===== config.mk =====
export PLATFORM = sky130hd
export DESIGN_NAME = status_buffer
export DESIGN_NICKNAME = d
export VERILOG_FILES = /design/src/rtl/status_buffer_pkg.sv /design/src/rtl/status_buffer.sv
export SDC_FILE = /design/constraint.sdc
export NUM_CORES = 1
export LEC_CHECK = 0
export BUFFER_PORTS_ARGS = -buffer_cell sky130_fd_sc_hd__buf_2
export CAP_MARGIN = 20
export CORE_MARGIN = 5
export CORE_UTILIZATION = 55
export DETAILED_ROUTE_END_ITERATION = 12
export GPL_TIMING_DRIVEN = 0
export PLACE_DENSITY = 0.83
export SYNTH_ARGS = -nofsm -noshare
export SYNTH_HDL_FRONTEND = slang
export SYNTH_SLANG_ARGS = --single-unit

===== constraint.sdc =====
create_clock -name clk -period 3.3 [get_ports clk]
set_input_delay 0.33 -clock clk [delete_from_list [all_inputs] [get_ports clk]]
set_output_delay 0.33 -clock clk [all_outputs]
set_load 0.02 [all_outputs]

===== src/rtl/status_buffer_pkg.sv =====
// Shared constants, cell layout and FSM encoding for the double-buffered status store.
package status_buffer_pkg;

  localparam int unsigned CELLS      = 30;
  localparam int unsigned CELL_W     = 8;
  localparam int unsigned STATUS_W   = CELLS * CELL_W;
  localparam int unsigned ADDR_W     = 5;
  localparam int unsigned FRAME_W    = 8;

  localparam int unsigned LETTER_LSB = 0;
  localparam int unsigned LETTER_W   = 5;
  localparam int unsigned COLOUR_LSB = 5;
  localparam int unsigned COLOUR_W   = 3;

  localparam logic [ADDR_W-1:0] LAST_IDX = ADDR_W'(CELLS - 1);

  typedef enum logic {
    ST_IDLE  = 1'b0,
    ST_CLEAR = 1'b1
  } state_t;

  typedef struct packed {
    logic [COLOUR_W-1:0] colour;
    logic [LETTER_W-1:0] letter;
  } cell_t;

  // Addresses at or beyond CELLS are dropped rather than aliased.
  function automatic logic addr_ok(input logic [ADDR_W-1:0] addr);
    return addr < ADDR_W'(CELLS);
  endfunction

endpackage


===== src/rtl/status_buffer.sv =====
// Shadow/front game-status store: writes land in shadow, commits publish to the front copy at vsync.
module status_buffer
  import status_buffer_pkg::*;
#(
  parameter logic VSYNC_ACTIVE = 1'b0
) (
  input  logic                clk,
  input  logic                rst,
  input  logic                wr_en,
  input  logic [ADDR_W-1:0]   wr_addr,
  input  logic [CELL_W-1:0]   wr_data,
  input  logic                commit,
  input  logic                clear,
  input  logic                vsync,
  output logic                wr_ready,
  output logic                pending,
  output logic [STATUS_W-1:0] status,
  output logic [FRAME_W-1:0]  frame_cnt
);

  state_t              state_q, state_d;
  logic [ADDR_W-1:0]   idx_q, idx_d;
  logic                vsync_q;
  logic                vs_edge;
  logic                publish;
  logic [STATUS_W-1:0] shadow_q;

  logic                sel_we;
  logic [ADDR_W-1:0]   sel_addr;
  cell_t               sel_cell;
  logic [CELLS-1:0]    cell_we;

  assign vs_edge = (vsync == VSYNC_ACTIVE) && (vsync_q != VSYNC_ACTIVE);

  // State register; wr_ready is registered from the next state so it tracks IDLE exactly.
  always_ff @(posedge clk or negedge rst) begin
    if (!rst) begin
      state_q  <= ST_IDLE;
      idx_q    <= '0;
      wr_ready <= 1'b1;
    end else begin
      state_q  <= state_d;
      idx_q    <= idx_d;
      wr_ready <= (state_d == ST_IDLE);
    end
  end

  // Next-state logic: clear walks idx over every cell exactly once.
  always_comb begin
    state_d = state_q;
    idx_d   = idx_q;
    case (state_q)
      ST_IDLE: begin
        if (clear) begin
          state_d = ST_CLEAR;
          idx_d   = '0;
        end
      end
      ST_CLEAR: begin
        idx_d = idx_q + ADDR_W'(1);
        if (idx_q == LAST_IDX) begin
          state_d = ST_IDLE;
          idx_d   = '0;
        end
      end
      default: begin
        state_d = ST_IDLE;
        idx_d   = '0;
      end
    endcase
  end

  // Output logic: one shadow cell write per cycle plus the publish strobe.
  always_comb begin
    sel_we   = 1'b0;
    sel_addr = '0;
    sel_cell = '0;
    cell_we  = '0;
    publish  = 1'b0;
    case (state_q)
      ST_IDLE: begin
        if (!clear && wr_en && addr_ok(wr_addr)) begin
          sel_we   = 1'b1;
          sel_addr = wr_addr;
          sel_cell = cell_t'(wr_data);
        end
        publish = vs_edge && pending;
      end
      ST_CLEAR: begin
        sel_we   = 1'b1;
        sel_addr = idx_q;
      end
      default: ;
    endcase
    for (int i = 0; i < int'(CELLS); i++) begin
      cell_we[i] = sel_we && (sel_addr == ADDR_W'(i));
    end
  end

  // Shadow copy, written through per-cell enables.
  always_ff @(posedge clk or negedge rst) begin
    if (!rst) begin
      shadow_q <= '0;
    end else begin
      for (int i = 0; i < int'(CELLS); i++) begin
        if (cell_we[i]) shadow_q[i*CELL_W +: CELL_W] <= sel_cell;
      end
    end
  end

  // Front copy, commit tracking, vsync history and frame counter.
  always_ff @(posedge clk or negedge rst) begin
    if (!rst) begin
      status    <= '0;
      pending   <= 1'b0;
      vsync_q   <= !VSYNC_ACTIVE;
      frame_cnt <= '0;
    end else begin
      vsync_q <= vsync;
      if (vs_edge) frame_cnt <= frame_cnt + FRAME_W'(1);
      if (publish) begin
        status  <= shadow_q;
        pending <= commit;
      end else if (commit) begin
        pending <= 1'b1;
      end
    end
  end

endmodule

==> impl_metrics.yaml <==
grt:
  overflow: 0
  grt_max_degree: 115
  grt_pass1_vias: 14270
  antenna_found_initial: 11
  grt_use_total_pct: 26.48
  grt_pass1_wl_mm: 80.22
worst_setup_path:
  crit_path_end_kind: "flop"
  worst-path-max-fanout: 10
  r2r_slack_ns: 0.36
  worstPathArrival_ns: 3.44
  critPathLaunchType: "flop"
  cp-startpoint: "vsync_q$_DFF_PN1_"
  path_class: "flop to flop"
  crit_required_ns: 3.80
  r2r-start: "vsync_q$_DFF_PN1_"
routing:
  drcViolationCount: 0
  num_vias: 13660
  wire_per_inst_um: 20.47
  drt_wl_total_mm: 51.41
  drtAntennaViolNets: 0
  drt_iter0_markers: 1066
  dr.pass1.iters: 6
  vias_per_cell: 5.439
finish:
  area_growth_syn_to_layout_pct: 20.33
  layout-drive-gt1-share_pct: 31.01
  num-nets-final: 2031
  fillCellCount: 2492
  mostFrequentLayoutCell: "nand2_1"
  layout_common_cells: "nand2_1, dfrtp_1, buf_2"
  instances_no_fill: 2512
synthesis:
  yosysWarningCount: 0
  syn_inst: 1685
  ys_types: 59
  synth.cell_area_mm2: 0.01928
  synth_seq_cells: 497
  synth_nets: 1707
  ys_seq_area_share_pct: 64.51
  syn_area_per_cell_um2: 11.44
sta:
  holdWs_ns: 0.1214
  finalCritPeriodShare_pct: 89.07
  rsz0062_at_grt: "false"
  hold_viol: 0
  slew_headroom_pct: 23.19
  fmax_mhz: 340.2
  tightestPinTransition_ns: 1.152
  skew_ns: 0.01238
  setup_slack_ns: 0.3606
  final.min_clock_period_ns: 2.939
  finalMaxSlewViolations: 0
  setup_viol: 0
place:
  place_congestion: 0.8900
  dp.cells: 2409
  preCtsSetupSlack_ns: 0.4047
  port-buffer-count: 265
  dpl.hpwl_mm: 34.31
clock_network:
  postCtsSetupRepairBufs: 0
  numCtsBuffers: 50
  cts_root_buf: "clkbuf_16"
  cts_max_level: 2
  cts_sinks: 497
  cts_tree: "yes"
  clkTransAtPathRegs_ns: 0.06
  clock_latency_ns: 0.56
  hold_buffers: 3
  clockBufferDepth: 3
  cts-resized-gates: 0
worst_hold_path:
  min_from: "clear"
  holdCritPathClass: "input port to flop"
die:
  placementRows: 68
  die_h_um: 197.2
  start_util_pct: 55.82
  die_x_um: 197.2
  die_area_mm2: 0.03890
  core_area_mm2: 0.03454
  design.portCount: 269
power_and_ir_drop:
  p_leak_nw: 13.12
  power.density_mw_per_mm2: 710.7
  power.total_mw: 16.49
  vdd_drop_max_uv: 428.6
outcome:
  outcome: "finished clean"
flow_run:
  drv_cap: 0
## layout make-up
type / count / area [µm²] / share of cell area [%]
plain buffers: 93 / 371.6 / 1.602
multi-input cells: 1089 / 6449 / 27.79
clock inverters: 23 / 399.1 / 1.720
well taps: 455 / 569.3 / 2.454
repair buffers: 272 / 1476 / 6.363
diodes: 9 / 22.52 / 0.09707
flip-flops and latches: 497 / 12440 / 53.61
inverters: 6 / 22.52 / 0.09707
clock buffers: 68 / 1453 / 6.261
## state kept, by name (all words and copies together) (netlist names)
signal,flops
frame_cnt,8
idx_q,5
pending,1
shadow_q,240
state_q,1
status,240
vsync_q,1
wr_ready,1
## through the flow
step | util, % | TNS (ns) | cell area (µm²)
floorplan | - | 0 | 19280
global placement | 61.31 | -3717.51 | 21180
detailed placement | 61.66 | 0 | 21300
CTS | 67.10 | 0 | 23180
global route | 67.15 | 0 | 23200
finish | 67.17 | 0 | 23200
## per-layer routing
layer	global-route usage, %	wire length (µm)	vias up
met4	10.48	2296	6
met5	0	47	-
li1	-	-	6105
met1	35.23	20750	6900
met2	42.86	24540	516
met3	5.987	3778	135
## final timing paths
| path | endpoint | cells after the start |
|---|---|---|
| max | status[42]$_DFFE_PN0P_ | 8 |
| min in group asynchronous | status[51]$_DFFE_PN0P_ | 2 |
| max reg2reg | status[42]$_DFFE_PN0P_ | 8 |
| max in group asynchronous | status[176]$_DFFE_PN0P_ | 5 |
| min reg2reg | status[79]$_DFFE_PN0P_ | 2 |
| min | state_q$_DFF_PN0_ | 3 |
## synth_stat cells, drive strengths merged
cell type  number  area share [%]
nand2         734              14
dfrtp         495              64
mux2          241              14
clkbuf         86             1.7
nand3          13            0.49
and3           12            0.39
nor2           10            0.26
o21ai          10            0.26
buf             7            0.25
inv             6            0.12
nor3            6            0.38
nand3b          4            0.19
nand4           4            0.19
xnor2           4            0.18
xor2            4            0.18
a21o            3            0.12
a32oi           3            0.14
and4            3            0.14
ha              3            0.19
nor2b           3           0.097
nor3b           3            0.14
o31ai           3            0.26
o32ai           3            0.27
a211oi          2            0.17
a31o            2           0.091
dfstp           2            0.27
nand2b          2           0.065
nor4            2           0.065
or3             2           0.091
a221oi          1            0.14
a22o            1           0.045
a31oi           1           0.065
a41oi           1           0.084
and2            1           0.032
and3b           1           0.045
nor4b           1           0.045
o21a            1           0.039
o22ai           1           0.032
o31a            1           0.045
o32a            1           0.052
or2             1           0.032
or3b            1           0.058
## cell families (layout without fill, tap and decap cells)
kind of cell,after synthesis,after routing,synth area share (%)
other,0,9,0
xor gates and xnor gates,8,8,0.3633
muxes,241,241,14.07
adders and majority gates,3,3,0.1947
AOI/OAI and AO/OA,34,34,1.804
DFF,497,497,64.51
and+or+nand+nor,803,803,17.01
buffers and inverters,99,462,2.044
## worst max-delay path, cell delays in order (launching register included)
cell and delay [ns]:
dfstp_2 0.51, nor2b_1 0.12, clkbuf_1 0.26, and3_1 0.19, clkbuf_1 0.34, clkbuf_1 0.72
clkbuf_1 0.49, nand2_1 0.15, nand2_1 0.08
## power by group
group | switching (mW) | total, mW | internal (mW)
sequential | 0.421 | 7.16 | 6.74
combinational | 2.05 | 3.09 | 1.04
clock | 2.30 | 6.24 | 3.94
total | 4.77 | 16.5 | 11.7
Note: power is estimated with default switching activity, not from simulation.
